[config.mk]
export PLATFORM = sky130hd
export DESIGN_NAME = mu0_mmio_responder
export DESIGN_NICKNAME = d
export VERILOG_FILES = /design/src/rtl/mu0_mmio_responder.sv
export SDC_FILE = /design/constraint.sdc
export NUM_CORES = 1
export LEC_CHECK = 0
export BUFFER_PORTS_ARGS = -buffer_cell sky130_fd_sc_hd__buf_4
export CORE_ASPECT_RATIO = 0.75
export CORE_MARGIN = 2
export CORE_UTILIZATION = 61
export DETAILED_ROUTE_END_ITERATION = 12
export GPL_TIMING_DRIVEN = 0
export MAX_ROUTING_LAYER = met4
export PLACE_DENSITY = 0.84
export SLEW_MARGIN = 0
export SYNTH_ARGS = -nofsm -noshare
export SYNTH_HDL_FRONTEND = slang
export SYNTH_SLANG_ARGS = --single-unit
[constraint.sdc]
create_clock -name clk -period 3.1 [get_ports clk]
set_input_delay 0.31 -clock clk [delete_from_list [all_inputs] [get_ports clk]]
set_output_delay 0.31 -clock clk [all_outputs]
set_load 0.03 [all_outputs]
[src/rtl/mu0_mmio_responder.sv]
// -----------------------------------------------------------------------------
// mu0_mmio_responder
//
// Target-side MMIO responder for the MU0 delay-0 memory bus. Decodes a 16-word
// window at BASE, answers reads combinationally and commits writes / read side
// effects on the rising clock edge.
//
// Register map (offset = address[3:0]):
//   0 TXDATA  W: push to TX FIFO (drop + sticky tx_ovf when full, no pop)   R: 0
//   1 RXDATA  R: RX head (0 if empty), pops; read while empty sets rx_unf   W: -
//   2 STATUS  R: {rx_occ[7:0], 2'b0, rx_unf, tx_ovf, rx_empty, rx_full,
//                 tx_empty, tx_full}                     W: W1C bits 4 and 5
//   3 CYCLES  R: free-running counter   W: load (reads writedata+1 next cycle)
//   4-15      R: 0, W: ignored
//
// Build option: MU0_MMIO_CYCLE_COUNTER_EN - when defined, the CYCLES counter is
// built; otherwise CYCLES reads 0 and writes to it are ignored.
//
// Ports:
//   clk, rst          clock, asynchronous active-low reset
//   address[11:0]     bus word address
//   write, read       bus strobes
//   writedata[15:0]   bus write data
//   readdata[15:0]    combinational read data (0 outside the window)
//   sel               address is inside the window
//   tx_valid/ready/data  TX output stream (data = TX FIFO head)
//   rx_valid/ready/data  RX input stream (ready = RX FIFO not full)
// -----------------------------------------------------------------------------
module mu0_mmio_responder #(
    parameter logic [11:0] BASE       = 12'hFF0,
    parameter int          LOG2_DEPTH = 2
) (
    input  logic        clk,
    input  logic        rst,
    input  logic [11:0] address,
    input  logic        write,
    input  logic        read,
    input  logic [15:0] writedata,
    output logic [15:0] readdata,
    output logic        sel,
    output logic        tx_valid,
    input  logic        tx_ready,
    output logic [15:0] tx_data,
    input  logic        rx_valid,
    output logic        rx_ready,
    input  logic [15:0] rx_data
);

    localparam int                DEPTH_I = 1 << LOG2_DEPTH;
    localparam logic [LOG2_DEPTH:0] DEPTH = DEPTH_I[LOG2_DEPTH:0];

    typedef logic [LOG2_DEPTH-1:0] ptr_t;
    typedef logic [LOG2_DEPTH:0]   cnt_t;

    // FIFO storage is not reset: occupancy and pointers define what is valid.
    logic [15:0] tx_mem_q [DEPTH_I];
    logic [15:0] rx_mem_q [DEPTH_I];

    ptr_t tx_wptr_q, tx_wptr_d, tx_rptr_q, tx_rptr_d;
    ptr_t rx_wptr_q, rx_wptr_d, rx_rptr_q, rx_rptr_d;
    cnt_t tx_cnt_q, tx_cnt_d, rx_cnt_q, rx_cnt_d;
    logic tx_ovf_q, tx_ovf_d, rx_unf_q, rx_unf_d;

    logic [3:0]  off;
    logic        cpu_wr, cpu_rd;
    logic        tx_full, tx_empty, rx_full, rx_empty;
    logic        tx_push_req, tx_push, tx_pop;
    logic        rx_pop_req, rx_pop, rx_push;
    logic [15:0] status;
    logic [15:0] cyc_rd;

    assign off = address[3:0];
    assign sel = (address[11:4] == BASE[11:4]);

    // A simultaneous write wins: the read side effect is suppressed.
    assign cpu_wr = sel & write;
    assign cpu_rd = sel & read & ~write;

    assign tx_full  = (tx_cnt_q == DEPTH);
    assign tx_empty = (tx_cnt_q == '0);
    assign rx_full  = (rx_cnt_q == DEPTH);
    assign rx_empty = (rx_cnt_q == '0);

    assign tx_valid = ~tx_empty;
    assign tx_data  = tx_mem_q[tx_rptr_q];
    assign rx_ready = ~rx_full;

    assign tx_pop      = tx_valid & tx_ready;
    assign tx_push_req = cpu_wr & (off == 4'd0);
    // A stream pop in the same cycle frees the slot, so a full FIFO still accepts.
    assign tx_push     = tx_push_req & (~tx_full | tx_pop);

    assign rx_push    = rx_valid & rx_ready;
    assign rx_pop_req = cpu_rd & (off == 4'd1);
    // Pop decision sees only the registered state; a same-cycle push into an
    // empty FIFO is not readable yet.
    assign rx_pop     = rx_pop_req & ~rx_empty;

    assign status = {8'(rx_cnt_q), 2'b00, rx_unf_q, tx_ovf_q,
                     rx_empty, rx_full, tx_empty, tx_full};

    always_comb begin
        tx_wptr_d = tx_wptr_q;
        tx_rptr_d = tx_rptr_q;
        tx_cnt_d  = tx_cnt_q;
        rx_wptr_d = rx_wptr_q;
        rx_rptr_d = rx_rptr_q;
        rx_cnt_d  = rx_cnt_q;
        tx_ovf_d  = tx_ovf_q;
        rx_unf_d  = rx_unf_q;

        if (tx_push) tx_wptr_d = tx_wptr_q + ptr_t'(1);
        if (tx_pop)  tx_rptr_d = tx_rptr_q + ptr_t'(1);
        case ({tx_push, tx_pop})
            2'b10:   tx_cnt_d = tx_cnt_q + cnt_t'(1);
            2'b01:   tx_cnt_d = tx_cnt_q - cnt_t'(1);
            default: tx_cnt_d = tx_cnt_q;
        endcase

        if (rx_push) rx_wptr_d = rx_wptr_q + ptr_t'(1);
        if (rx_pop)  rx_rptr_d = rx_rptr_q + ptr_t'(1);
        case ({rx_push, rx_pop})
            2'b10:   rx_cnt_d = rx_cnt_q + cnt_t'(1);
            2'b01:   rx_cnt_d = rx_cnt_q - cnt_t'(1);
            default: rx_cnt_d = rx_cnt_q;
        endcase

        // Set and clear never coincide: they need different offsets/strobes.
        if (tx_push_req & ~tx_push)  tx_ovf_d = 1'b1;
        if (rx_pop_req & rx_empty)   rx_unf_d = 1'b1;
        if (cpu_wr & (off == 4'd2)) begin
            if (writedata[4]) tx_ovf_d = 1'b0;
            if (writedata[5]) rx_unf_d = 1'b0;
        end
    end

    always_ff @(posedge clk or negedge rst) begin
        if (!rst) begin
            tx_wptr_q <= '0;
            tx_rptr_q <= '0;
            tx_cnt_q  <= '0;
            rx_wptr_q <= '0;
            rx_rptr_q <= '0;
            rx_cnt_q  <= '0;
            tx_ovf_q  <= 1'b0;
            rx_unf_q  <= 1'b0;
        end else begin
            tx_wptr_q <= tx_wptr_d;
            tx_rptr_q <= tx_rptr_d;
            tx_cnt_q  <= tx_cnt_d;
            rx_wptr_q <= rx_wptr_d;
            rx_rptr_q <= rx_rptr_d;
            rx_cnt_q  <= rx_cnt_d;
            tx_ovf_q  <= tx_ovf_d;
            rx_unf_q  <= rx_unf_d;
        end
    end

    always_ff @(posedge clk) begin
        if (tx_push) tx_mem_q[tx_wptr_q] <= writedata;
        if (rx_push) rx_mem_q[rx_wptr_q] <= rx_data;
    end

`ifdef MU0_MMIO_CYCLE_COUNTER_EN
    logic [15:0] cyc_q, cyc_d;

    // The load stores writedata+1 so the value read in the cycle after the
    // load already includes that cycle's tick.
    always_comb begin
        cyc_d = cyc_q + 16'd1;
        if (cpu_wr & (off == 4'd3)) cyc_d = writedata + 16'd1;
    end

    always_ff @(posedge clk or negedge rst) begin
        if (!rst) cyc_q <= '0;
        else      cyc_q <= cyc_d;
    end

    assign cyc_rd = cyc_q;
`else
    assign cyc_rd = '0;
`endif

    always_comb begin
        readdata = '0;
        if (sel) begin
            case (off)
                4'd1:    readdata = rx_empty ? 16'h0000 : rx_mem_q[rx_rptr_q];
                4'd2:    readdata = status;
                4'd3:    readdata = cyc_rd;
                default: readdata = '0;
            endcase
        end
    end

endmodule

* Word level (Yosys, flattened, before mapping)
Memories as Yosys holds them, arrays and structs flattened. Cells that the tools add are included.
Word-level totals: memories kept 2, input port bits 50, register bits after elaboration 16, output and inout bits 35, RAM bits 128, word-level logic and storage cells 66
Cells by class: reductions and logical operators 5, equality and inequality tests 9, add/subtract/negate cells 8, bitwise logic cells 19, muxes and demuxes 15
Memory list:
- rx_mem_q | depth 4, width 16, read ports 1, clocked after Yosys merged registers in 0, write ports 1, RTL line 57 | logic [15:0] rx_mem_q [DEPTH_I];
- tx_mem_q | depth 4, width 16, read ports 1, clocked after Yosys merged registers in 0, write ports 1, RTL line 56 | logic [15:0] tx_mem_q [DEPTH_I];
Operators with widths (number):
- 16-bit two-way mux | 2
- 16-bit one-hot mux with 2 select lines | 1
- 1-bit bitwise AND | 12
- 3-bit one-hot mux with 2 select lines | 2
- 1-bit two-way mux | 10
- 2-bit by 1-bit adder with 2-bit output, second input constant | 4
- 8-bit equality test, second input constant | 1
- 3-bit by 1-bit adder with 3-bit output, second input constant | 2
- 3-bit equality test, second input constant | 2
- 3-bit zero test | 2
- 1-bit inverter | 6
- 3-bit by 1-bit subtractor with 3-bit output, second input constant | 2
- 2-bit by 1-bit equality test with 1-bit output, second input constant | 2
- 2-bit equality test, second input constant | 2
- 4-bit by 1-bit equality test with 1-bit output, second input constant | 1
- 4-bit by 2-bit equality test with 1-bit output, second input constant | 1
- 4-bit zero test | 1
- 2-bit nonzero test | 2
- 1-bit OR | 1

* Depth between registers and ports, before layout
Gate-level depths: netlist of run 1.
depth in word-level cells 10, depth in mapped cells 10, gate-level depth less buffers 10

* Least setup slack after synthesis of run 1
OpenSTA, ideal clock, no wires.
kind register to register, start register rx_cnt_q[0], end register rx_cnt_q[2], data arrival time 2.093 ns, setup slack 0.928 ns, clock period less this slack 2.172 ns, cell stages (with the launch flop) 10, library setup time 0.079 ns, cells stage by stage dfrtp_1 -> inv_1 -> nand3_1 -> nand2_1 -> ha_1 -> inv_1 -> fa_1 -> xor2_1 -> nor2_1 -> xor2_1
Between the ends: word-level cells in the longest chain between the ends 5, elaborated cells between the ends (all ways) 12, those cells by class add/sub: 2; eq/ne: 3; mux: 1; bitwise: 4; reduce/logical: 2
RTL lines:
- from (decl) | RTL line 61 | cnt_t tx_cnt_q, tx_cnt_d, rx_cnt_q, rx_cnt_d;
- from (signal assigned) | RTL line 153 | rx_cnt_q <= rx_cnt_d;
- 3-bit equality test (*) | RTL line 81 | assign rx_full = (rx_cnt_q == DEPTH);
- 1-bit inverter (*) | RTL line 86 | assign rx_ready = ~rx_full;
- via rx_ready | RTL line 45 | output logic rx_ready,
- 1-bit bitwise AND (*) | RTL line 93 | assign rx_push = rx_valid & rx_ready;
- 2-bit by 1-bit equality test with 1-bit output or 2-bit equality test (tied branches) | RTL line 122 | case ({rx_push, rx_pop})
- 3-bit one-hot mux with 2 select lines or 2-bit nonzero test (tied branches)
The timed path passes the listed nets; every way through them passes the cells marked *. A chain may end at the register's enable or synchronous reset.

* Worst setup path in the final report of run 1
start register rx_rptr_q[0], end output port readdata[9]
Between the ends: word-level cells in the longest chain between the ends 4
RTL lines:
- from (decl) | RTL line 60 | ptr_t rx_wptr_q, rx_wptr_d, rx_rptr_q, rx_rptr_d;
- from (signal assigned) | RTL line 152 | rx_rptr_q <= rx_rptr_d;
- memory 4 x 16 bit
- 16-bit two-way mux | RTL line 188 | 4'd1: readdata = rx_empty ? 16'h0000 : rx_mem_q[rx_rptr_q];
- 16-bit one-hot mux with 2 select lines | RTL line 187 | case (off)
- 16-bit two-way mux | RTL line 186 | if (sel) begin
- to (decl) | RTL line 39 | output logic [15:0] readdata,
Every way passes these cells.

==> results_dict.tcl, run 1 <==
set metrics [dict create \
    overflow 0 \
    hold_viol 0 \
    yosys_warnings 0 \
    synth.distinct_cells 39 \
    die_w_um 117 \
    cpMostUsedCell "buf_4" \
    grt_pass1_wl_mm 17.4 \
    dp.final_hpwl_mm 7.32 \
    design.die.area_um2 10400 \
    root_buffer "clkbuf_16" \
    setup_viol 0 \
    dieHeight_um 88.6 \
    post_drt_wl_per_cell_um 21.2 \
    postCtsSetupBuffers 0 \
    rsz0062_at_grt "no" \
    worst_hold_path_type "primary input to flip-flop" \
    leakagePower_nw 2.66 \
    maxCapViolCount 0 \
    clockBufferDepth 2 \
    drtIter0Drc 243 \
    r2r-end "tx_cnt_q[2]" \
    worst_pin_slew_ns 0.940 \
    cts_buffers 17 \
    synth-seq-cells 144 \
    slew_headroom_pct 37.3 \
    clk_latency_ns 0.41 \
    critPathRequiredTime_ns 2.79 \
    cp_cell_sequence "buf_4, buf_6, mux4_2, inv_1, o22ai_1, buf_4" \
    synth_edf_count 128 \
    cp-end-kind "primary output" \
    drive_gt1_share_pct 39.3 \
    tritoncts "built" \
    hold-path-endpoint "rx_mem_q[0][3]" \
    cts.clk_slew.worst_paths_ns 0.06 \
    syn_area_um2 5830 \
    grt_pass1_vias 3295 \
    powerDensity_nw_per_um2 804 \
    vias 3064 \
    synthCells 290 \
    slowest_delay_ns 0.51 \
    critical_path_class "flip-flop to primary output" \
    rrSetupSlack_ns 0.78 \
    use_met1_pct 32.2 \
    drtPass1Iterations 5 \
    period_minus_slack_ns 2.38 \
    finClkSkew_ns 0.00849 \
    dp_slack_ns 0.629 \
    clock-sinks 144 \
    viasPerCell 5.75 \
    syn_avg_cell_area_um2 20.1 \
    grt_util_met2_pct 37.8 \
    grt_util_met3_pct 6.92 \
    worstPathMaxFanout 10 \
    grt_busiest_layer "met2" \
    htreeDepth 4 \
    tns_ns 0 \
    holdWs_ns 0.0977 \
    critPathSlowestCell "mux4_2" \
    async_flop_share_pct 11.1 \
    nets 456 \
    core_um2 9160 \
    finalMaxSlewViolations 0 \
    drc 0 \
    status "finished, final reports clean" \
    p_total_mw 5.79 \
    grt_use_total_pct 24.6 \
    ant_nets 0 \
    rr_worst_depth 10 \
    numPortBuffers 84 \
    synth_fp_nets 352 \
    syn_to_final_growth_pct 23.6 \
    fmax_mhz 421 \
    fin_util_pct 78.6 \
    synth-main-ff-cell "edfxtp_1" \
    holdCritStartpoint "rx_data[3]" \
    peakVddDrop_mv 0.657 \
    antenna_found_initial 0 \
    routabilityCongestion 0.839 \
    diodes 0 \
    fp-row-count 30 \
    startpoint_type "flip-flop" \
    reg2reg_from "tx_cnt_q[1]" \
    synth_seq_area_share_pct 72.8 \
    final.period_utilization_pct 76.7 \
    final_cell_mix "edfxtp_1 (128), buf_4 (86), mux4_2 (32)" \
    ios 85 \
    initial_core_util_pct 63.6 \
    hold_depth 1 \
    arrival_ns 2.07 \
    fillers 515 \
    final_common_cell "edfxtp_1" \
    routed_wl_mm 11.3 \
    fin_ws_ns 0.723 \
    grt_max_degree 17 \
]
==> flip-flops by register name, indices dropped and copies added (netlist names), 2 cells and up <==
name       cells
rx_mem_q      64
tx_mem_q      64
rx_cnt_q       3
tx_cnt_q       3
rx_rptr_q      2
rx_wptr_q      2
tx_rptr_q      2
tx_wptr_q      2
==> Yosys cell counts (2+ instances only) <==
master / count / area share, %
xnor2_1: 5 / 0.75
nand2_1: 4 / 0.26
nor2b_4: 2 / 0.47
nor2_1: 3 / 0.19
a31oi_1: 2 / 0.21
mux4_2: 32 / 12
o2bb2ai_1: 3 / 0.45
buf_6: 2 / 0.39
ha_1: 10 / 2.1
fa_1: 2 / 0.69
inv_1: 20 / 1.3
buf_2: 4 / 0.34
nand3_1: 4 / 0.34
xor2_1: 7 / 1.1
and3_1: 5 / 0.54
buf_4: 2 / 0.26
nor2b_1: 9 / 0.97
nor3_1: 2 / 0.17
edfxtp_1: 128 / 66
dfrtp_1: 16 / 6.9
o22ai_1: 4 / 0.43
and4_1: 3 / 0.45
and2_1: 5 / 0.54
==> layer usage <==
metal	wire (um)	up-vias	share of wire (%)
li1	-	1359	-
met1	4670	1574	41
met2	5810	118	51
met3	710	13	6.3
met4	105	0	0.93
met5	0	-	0
==> final cells by class <==
cell class | instances | area [um2] | area share [%]
flip-flops and latches | 144 | 4240 | 58.9
repair buffers | 85 | 641 | 8.89
well taps | 128 | 160 | 2.22
clock inverters | 11 | 143 | 1.98
plain buffers | 9 | 61.3 | 0.851
clock buffers | 19 | 433 | 6.01
inverters | 20 | 75.1 | 1.04
multi-input cells | 117 | 1450 | 20.1
==> per-stage QoR <==
stage                     std cells  area (um2)
after global routing            533        7200
after CTS                       533        7200
after detailed placement        502        6620
after floorplan                 290        5830
after global placement          502        6620
final                           533        7200
==> kinds of logic (layout without fill, tap and decap cells) <==
logic type / count (synthesis) / count (layout) / share of synthesized area, %
flip-flops: 144 / 144 / 72.8
AND/OR/NAND/NOR: 44 / 44 / 5.43
multiplexers: 35 / 35 / 13.0
buffers and inverters: 29 / 144 / 2.34
AO/OA/AOI/OAI: 14 / 14 / 1.76
adder cells (fa/ha/maj): 12 / 12 / 2.83
XOR/XNOR: 12 / 12 / 1.80
==> worst max path at each step <==
| stage | start | to | slack [ns] |
|---|---|---|---|
| floorplan | rx_cnt_q[0] | rx_cnt_q[2] | 0.93 |
| global placement | address[1] | rx_cnt_q[2] | 0.69 |
| detailed placement | address[1] | rx_cnt_q[2] | 0.63 |
| CTS | tx_rptr_q[0] | tx_data[11] | 0.70 |
| global route | tx_rptr_q[0] | tx_data[11] | 0.62 |
| finish | rx_rptr_q[0] | readdata[9] | 0.72 |
==> critical path, delay by kind of cell, from the launching register on <==
| kind | cells | cell delay (ns) |
|---|---|---|
| compound gates | 1 | 0.10 |
| buf+inv | 4 | 0.71 |
| flops | 1 | 0.33 |
| mux | 1 | 0.51 |
==> repair_timing <==
action	4_1_cts	5_1_grt
hold endpoints to repair	16	0
gates resized for setup	0	0
hold buffers	1	0
endpoints found under the setup margin	0	0
==> report_power, final <==
part	internal, mW	leakage, nW	total (mW)	switching [mW]
Clock	1.25	0.270	1.98	0.730
Combinational	0.554	1.03	1.33	0.779
Sequential	2.38	1.36	2.48	0.0991
No activity file was read; power rests on OpenSTA's default activity.
==> run 2: changes to the inputs <==
CORE_UTILIZATION = 57   (was 61)
PLACE_DENSITY = 0.8   (was 0.84)
clock period = 2.45 ns   (was 3.1 ns; I/O delays follow)
==> run 2 against run 1 <==
  * Routed wire length decreased by 4.5%
  * Largest power group unchanged
  * Global-route usage decreased by 2.4 points
  * Critical path type unchanged
  * Via count decreased by 1.0%
  * Hold slack got worse by 0.069 ns
  * Core utilization decreased by 5.5 points
  * Clock-buffer cell count decreased by 2
  * Highest routed layer unchanged
  * Sequential share of layout area increased by 0.23 points
  * Cell count increased by 0.94%
  * First-iteration DRC count increased by 14%
  * Combinational power increased by 25%
  * Sequential power increased by 26%
==> results_dict.tcl, run 2 (synthesized netlist as in run 1, its figures left out) <==
set metrics [dict create \
    postCtsSetupBuffers 0 \
    numPortBuffers 84 \
    core_um2 9810 \
    startpoint_type "flip-flop" \
    fmax_mhz 436 \
    leakagePower_nw 2.65 \
    dp.final_hpwl_mm 7.16 \
    nets 456 \
    multi_input_area_um2 1450 \
    post_dp_cell_area_um2 6620 \
    finalMaxSlewViolations 0 \
    finish.instance_area_um2 7180 \
    overflow 0 \
    p_switching_mw 2.04 \
    grt_max_degree 17 \
    routed-wl-met3_um 591 \
    fillers 575 \
    worstPathMaxFanout 10 \
    ios 85 \
    viasPerCell 5.64 \
    routed_wl_mm 10.8 \
    initial_core_util_pct 59.4 \
    setup_viol 0 \
    slew_headroom_pct 40.4 \
    fp-row-count 31 \
    peakVddDrop_mv 0.566 \
    vias 3033 \
    drtIter0Drc 276 \
    arrival_ns 2.05 \
    die_w_um 121 \
    worst_pin_slew_ns 0.895 \
    tritoncts "built" \
    ant_nets 0 \
    design.die.area_um2 11100 \
    fin_cells 538 \
    swShare_pct 28.7 \
    period_minus_slack_ns 2.29 \
    rsz0062_at_grt "no" \
    final_cell_mix "edfxtp_1 (128), buf_4 (86), mux4_2 (32)" \
    root_buffer "clkbuf_16" \
    internal-power_mw 5.09 \
    htreeDepth 4 \
    regArea_um2 4240 \
    p_clk_share_pct 32.8 \
    top_layer "met4" \
    cts_resized 0 \
    status "finished, final reports clean" \
    routabilityCongestion 0.780 \
    tns_ns 0 \
    drc 0 \
    top_regs "rx_mem_q: 64 flops, tx_mem_q: 64 flops" \
    worst_hold_path_type "primary input to flip-flop" \
    critPathRequiredTime_ns 2.20 \
    cts.clk_slew.worst_paths_ns 0.06 \
    powerDensity_nw_per_um2 995 \
    wl_met1_mm 4.82 \
    drive_gt1_share_pct 39.7 \
    finClkSkew_ns 0.0101 \
    clockBufferDepth 2 \
    placedCellCount 506 \
    syn_to_final_growth_pct 23.1 \
    cts_buffers 17 \
    route.met2.wl_mm 5.23 \
    grt_pass1_vias 3254 \
    clk_latency_ns 0.42 \
    post_drt_wl_per_cell_um 20.0 \
    hold_viol 0 \
    maxCapViolCount 0 \
    clock-sinks 144 \
    final.period_utilization_pct 93.5 \
    drtPass1Iterations 4 \
    p_total_mw 7.14 \
    combPwrFrac_pct 23.3 \
    critical_path_class "flip-flop to primary output" \
    cp-end-kind "primary output" \
    grt_use_total_pct 22.3 \
    antenna_found_initial 0 \
    grt_pass1_wl_mm 17.2 \
    p_seq_share_pct 43.9 \
    diodes 0 \
    final_common_cell "edfxtp_1" \
    dieHeight_um 91.6 \
]
## run 2: changes by cell type in the layout (fill, tap and decap cells not counted)
cell / change
bufinv_16: -2
inv_6: +3
clkinv_2: +1
clkinv_1: +1
clkbuf_1: -2
## run 2: stage by stage
stage	setup slack, ns	hold slack (ns)	utilization (%)
floorplan	0.278	-0.0506	-
global placement	0.150	0.119	67.5
detailed placement	0.106	0.123	67.5
CTS	0.101	0.0146	73.1
global route	0.0415	0.0106	73.1
finish	0.158	0.0284	73.1
## run 2: area by class of cell
| cell class | count | area share [%] |
|---|---|---|
| timing repair buffer | 85 | 8.93 |
| buffer | 9 | 0.854 |
| inverter | 20 | 1.05 |
| multi-input combinational | 117 | 20.2 |
| sequential | 144 | 59.1 |
| clock buffer | 17 | 5.93 |
| tap | 132 | 2.30 |
| clock inverter | 14 | 1.64 |
## run 2: power groups by stage
stage	Sequential [mW]	Clock, mW	Combinational [mW]
2_1_floorplan	3.13	0	1.15
3_3_place_gp	3.15	0	1.63
3_5_place_dp	3.18	0	1.68
4_1_cts	3.13	2.38	1.69
5_1_grt	3.16	2.48	1.80
6_report	3.13	2.34	1.66
## run 2: final timing paths
| path | from | endpoint | slack (ns) | depth (start not counted) |
|---|---|---|---|---|
| setup / recovery | tx_rptr_q[0] | tx_data[3] | 0.16 | 4 |
| hold / removal | rx_data[14] | rx_mem_q[3][14] | 0.03 | 1 |
| setup reg to reg | tx_cnt_q[1] | tx_cnt_q[2] | 0.16 | 10 |
| hold reg to reg | tx_cnt_q[2] | tx_cnt_q[2] | 0.51 | 1 |
| max in group asynchronous | rst | tx_ovf_q | 2.01 | 2 |
| min in group asynchronous | rst | tx_cnt_q[2] | 0.24 | 2 |
## run 2: timing repair
item                                   in CTS  in global routing
endpoints found under the hold margin      16                  0
setup endpoints to repair                   0                  0
hold buffers                                1                  0
## run 2: worst max-delay path, stage by stage, from the launching register on
cell     delay, ns
dfrtp_1       0.32
buf_2         0.29
buf_4         0.29
mux4_2        0.55
buf_4         0.19
## run 2: metal layers
| metal | track usage, % | up-vias |
|---|---|---|
| li1 | - | 1360 |
| met1 | 29.4 | 1550 |
| met2 | 33.5 | 107 |
| met3 | 5.65 | 16 |
| met4 | 9.21 | 0 |
| met5 | - | - |
==> run 3: changes to the inputs <==
clock period = 2.32 ns   (was 2.45 ns; I/O delays follow)
==> run 3 against run 2 <==
  * Sequential power is 6.7% higher
  * Cell count is 0.74% higher
  * Sequential share of layout area is 0.47 points lower
==> results_dict.tcl, run 3 (synthesized netlist as in run 1, its figures left out) <==
set metrics [dict create \
    cp_cell_sequence "or3b_4, nor2_4, nor2b_4, inv_1, ha_1, inv_1, fa_1, xor2_1, nor2_1, xor2_1" \
    critPathSlowestCell "or3b_4" \
    path_delay_family "simple AND/OR/NAND/NOR gates" \
    holdCritStartpoint "rx_data[9]" \
    rsz0062_at_grt "yes" \
    critical_path_class "flip-flop to flip-flop" \
    startpoint_type "flip-flop" \
    cp-end-kind "flip-flop" \
    post_drt_wl_per_cell_um 20.3 \
    critPathRequiredTime_ns 2.65 \
    design.die.area_um2 11100 \
    final_cell_mix "edfxtp_1 (128), buf_4 (90), mux4_2 (32)" \
    rr_worst_depth 10 \
    dp.final_hpwl_mm 7.16 \
    htreeDepth 4 \
    syn_to_final_growth_pct 24.2 \
    hold-path-endpoint "rx_mem_q[2][9]" \
    fp-row-count 31 \
    final_common_cell "edfxtp_1" \
    clock-sinks 144 \
    hold_viol 0 \
    leakagePower_nw 2.68 \
    drc 0 \
    numPortBuffers 84 \
    status "finished, final reports clean" \
    cts_buffers 17 \
    slew_headroom_pct 40.5 \
    p_clk_share_pct 32.4 \
    r2r-end "tx_cnt_q[2]" \
    grt_max_degree 17 \
    ant_nets 0 \
    hold_depth 1 \
    clk_latency_ns 0.41 \
    p_total_mw 7.64 \
    dieHeight_um 91.6 \
    fillers 575 \
    period_minus_slack_ns 2.27 \
    clockBufferDepth 2 \
    finClkSkew_ns 0.0100 \
    slowest_delay_ns 0.44 \
    combPwrFrac_pct 23.9 \
    fmax_mhz 441 \
    rrSetupSlack_ns 0.05 \
    drive_gt1_share_pct 41.2 \
    diodes 0 \
    p_switching_mw 2.20 \
    reg2reg_from "tx_cnt_q[1]" \
    worstPathMaxFanout 7 \
    fin_util_pct 73.7 \
    powerDensity_nw_per_um2 1060 \
    grt_pass1_wl_mm 17.2 \
    critPathBufInv 2 \
    routed_wl_mm 11.0 \
    antenna_found_initial 0 \
    drtIter0Drc 284 \
    grt_use_total_pct 22.3 \
    arrival_ns 2.60 \
    top_regs "rx_mem_q: 64 flops, tx_mem_q: 64 flops" \
    tritoncts "built" \
    p_seq_share_pct 43.7 \
    swShare_pct 28.8 \
    final.period_utilization_pct 97.7 \
    overflow 0 \
    finalMaxSlewViolations 0 \
    grt_pass1_vias 3259 \
    root_buffer "clkbuf_16" \
    vias 3057 \
    peakVddDrop_mv 0.605 \
    worst_pin_slew_ns 0.892 \
    die_w_um 121 \
    cts.clk_slew.worst_paths_ns 0.06 \
    core_um2 9810 \
    setup_viol 0 \
    maxCapViolCount 0 \
    worst_hold_path_type "primary input to flip-flop" \
    viasPerCell 5.64 \
    ios 85 \
    nets 460 \
    routabilityCongestion 0.780 \
    drtPass1Iterations 4 \
    internal-power_mw 5.44 \
    initial_core_util_pct 59.4 \
]
## run 3: changes by cell type in the layout (fill, tap and decap cells not counted), sizes merged
cell	before	now
clkbuf	18	17
dlygate4sd3	1	2
buf	92	96
## run 3: cell type report
cell class | instances | area (um2) | area share, %
inverter | 20 | 75.1 | 1.04
clock buffer | 17 | 425 | 5.88
tap | 132 | 165 | 2.28
buffer | 8 | 67.6 | 0.934
clock inverter | 14 | 118 | 1.63
sequential | 144 | 4250 | 58.7
multi-input combinational | 117 | 1460 | 20.2
timing repair buffer | 90 | 681 | 9.41
## run 3: worst max path at each step
stage / startpoint / to / slack (ns) / cells after the start
2_1_floorplan: rx_cnt_q[0] / rx_cnt_q[2] / 0.15 / 9
3_3_place_gp: address[1] / rx_cnt_q[2] / 0.03 / 10
3_5_place_dp: address[0] / tx_mem_q[3][12] / -0.01 / 5
4_1_cts: tx_cnt_q[1] / tx_cnt_q[2] / 0.02 / 10
5_1_grt: tx_cnt_q[1] / tx_cnt_q[2] / -0.05 / 10
6_report: tx_cnt_q[1] / tx_cnt_q[2] / 0.05 / 10
## run 3: layer usage
metal	vias up	routed length, um	track usage [%]
met5	-	0	-
met4	0	131	9.50
met3	12	606	5.65
met2	120	5380	33.4
met1	1556	4870	29.4
li1	1369	-	-
## run 3: metrics by stage
step	cell area [um2]	worst slack [ns]	setup TNS (ns)	hold WS [ns]	cells
floorplan	5830	0.148	0	-0.0636	290
global placement	6620	0.0325	0	0.106	506
detailed placement	6620	-0.0111	-0.165	0.110	506
CTS	7170	0.0192	0	0.00162	537
global route	7240	-0.0547	-0.0568	0.00159	542
finish	7240	0.0545	0	0.0152	542
## run 3: what timing repair did
action / in CTS / in global routing
gates resized for setup: 1 / 6
endpoints found under the hold margin: 16 / 1
setup buffers: 0 / 4
pin swaps: 0 / 1
hold buffers: 1 / 1
setup endpoints to repair: 2 / 10
## run 3: power by group through the flow
stage | registers [mW] | logic, mW | clock network [mW]
global placement | 3.33 | 1.73 | 0
global route | 3.37 | 1.97 | 2.62
finish | 3.34 | 1.83 | 2.48
detailed placement | 3.35 | 1.78 | 0
floorplan | 3.31 | 1.22 | 0
CTS | 3.34 | 1.76 | 2.51
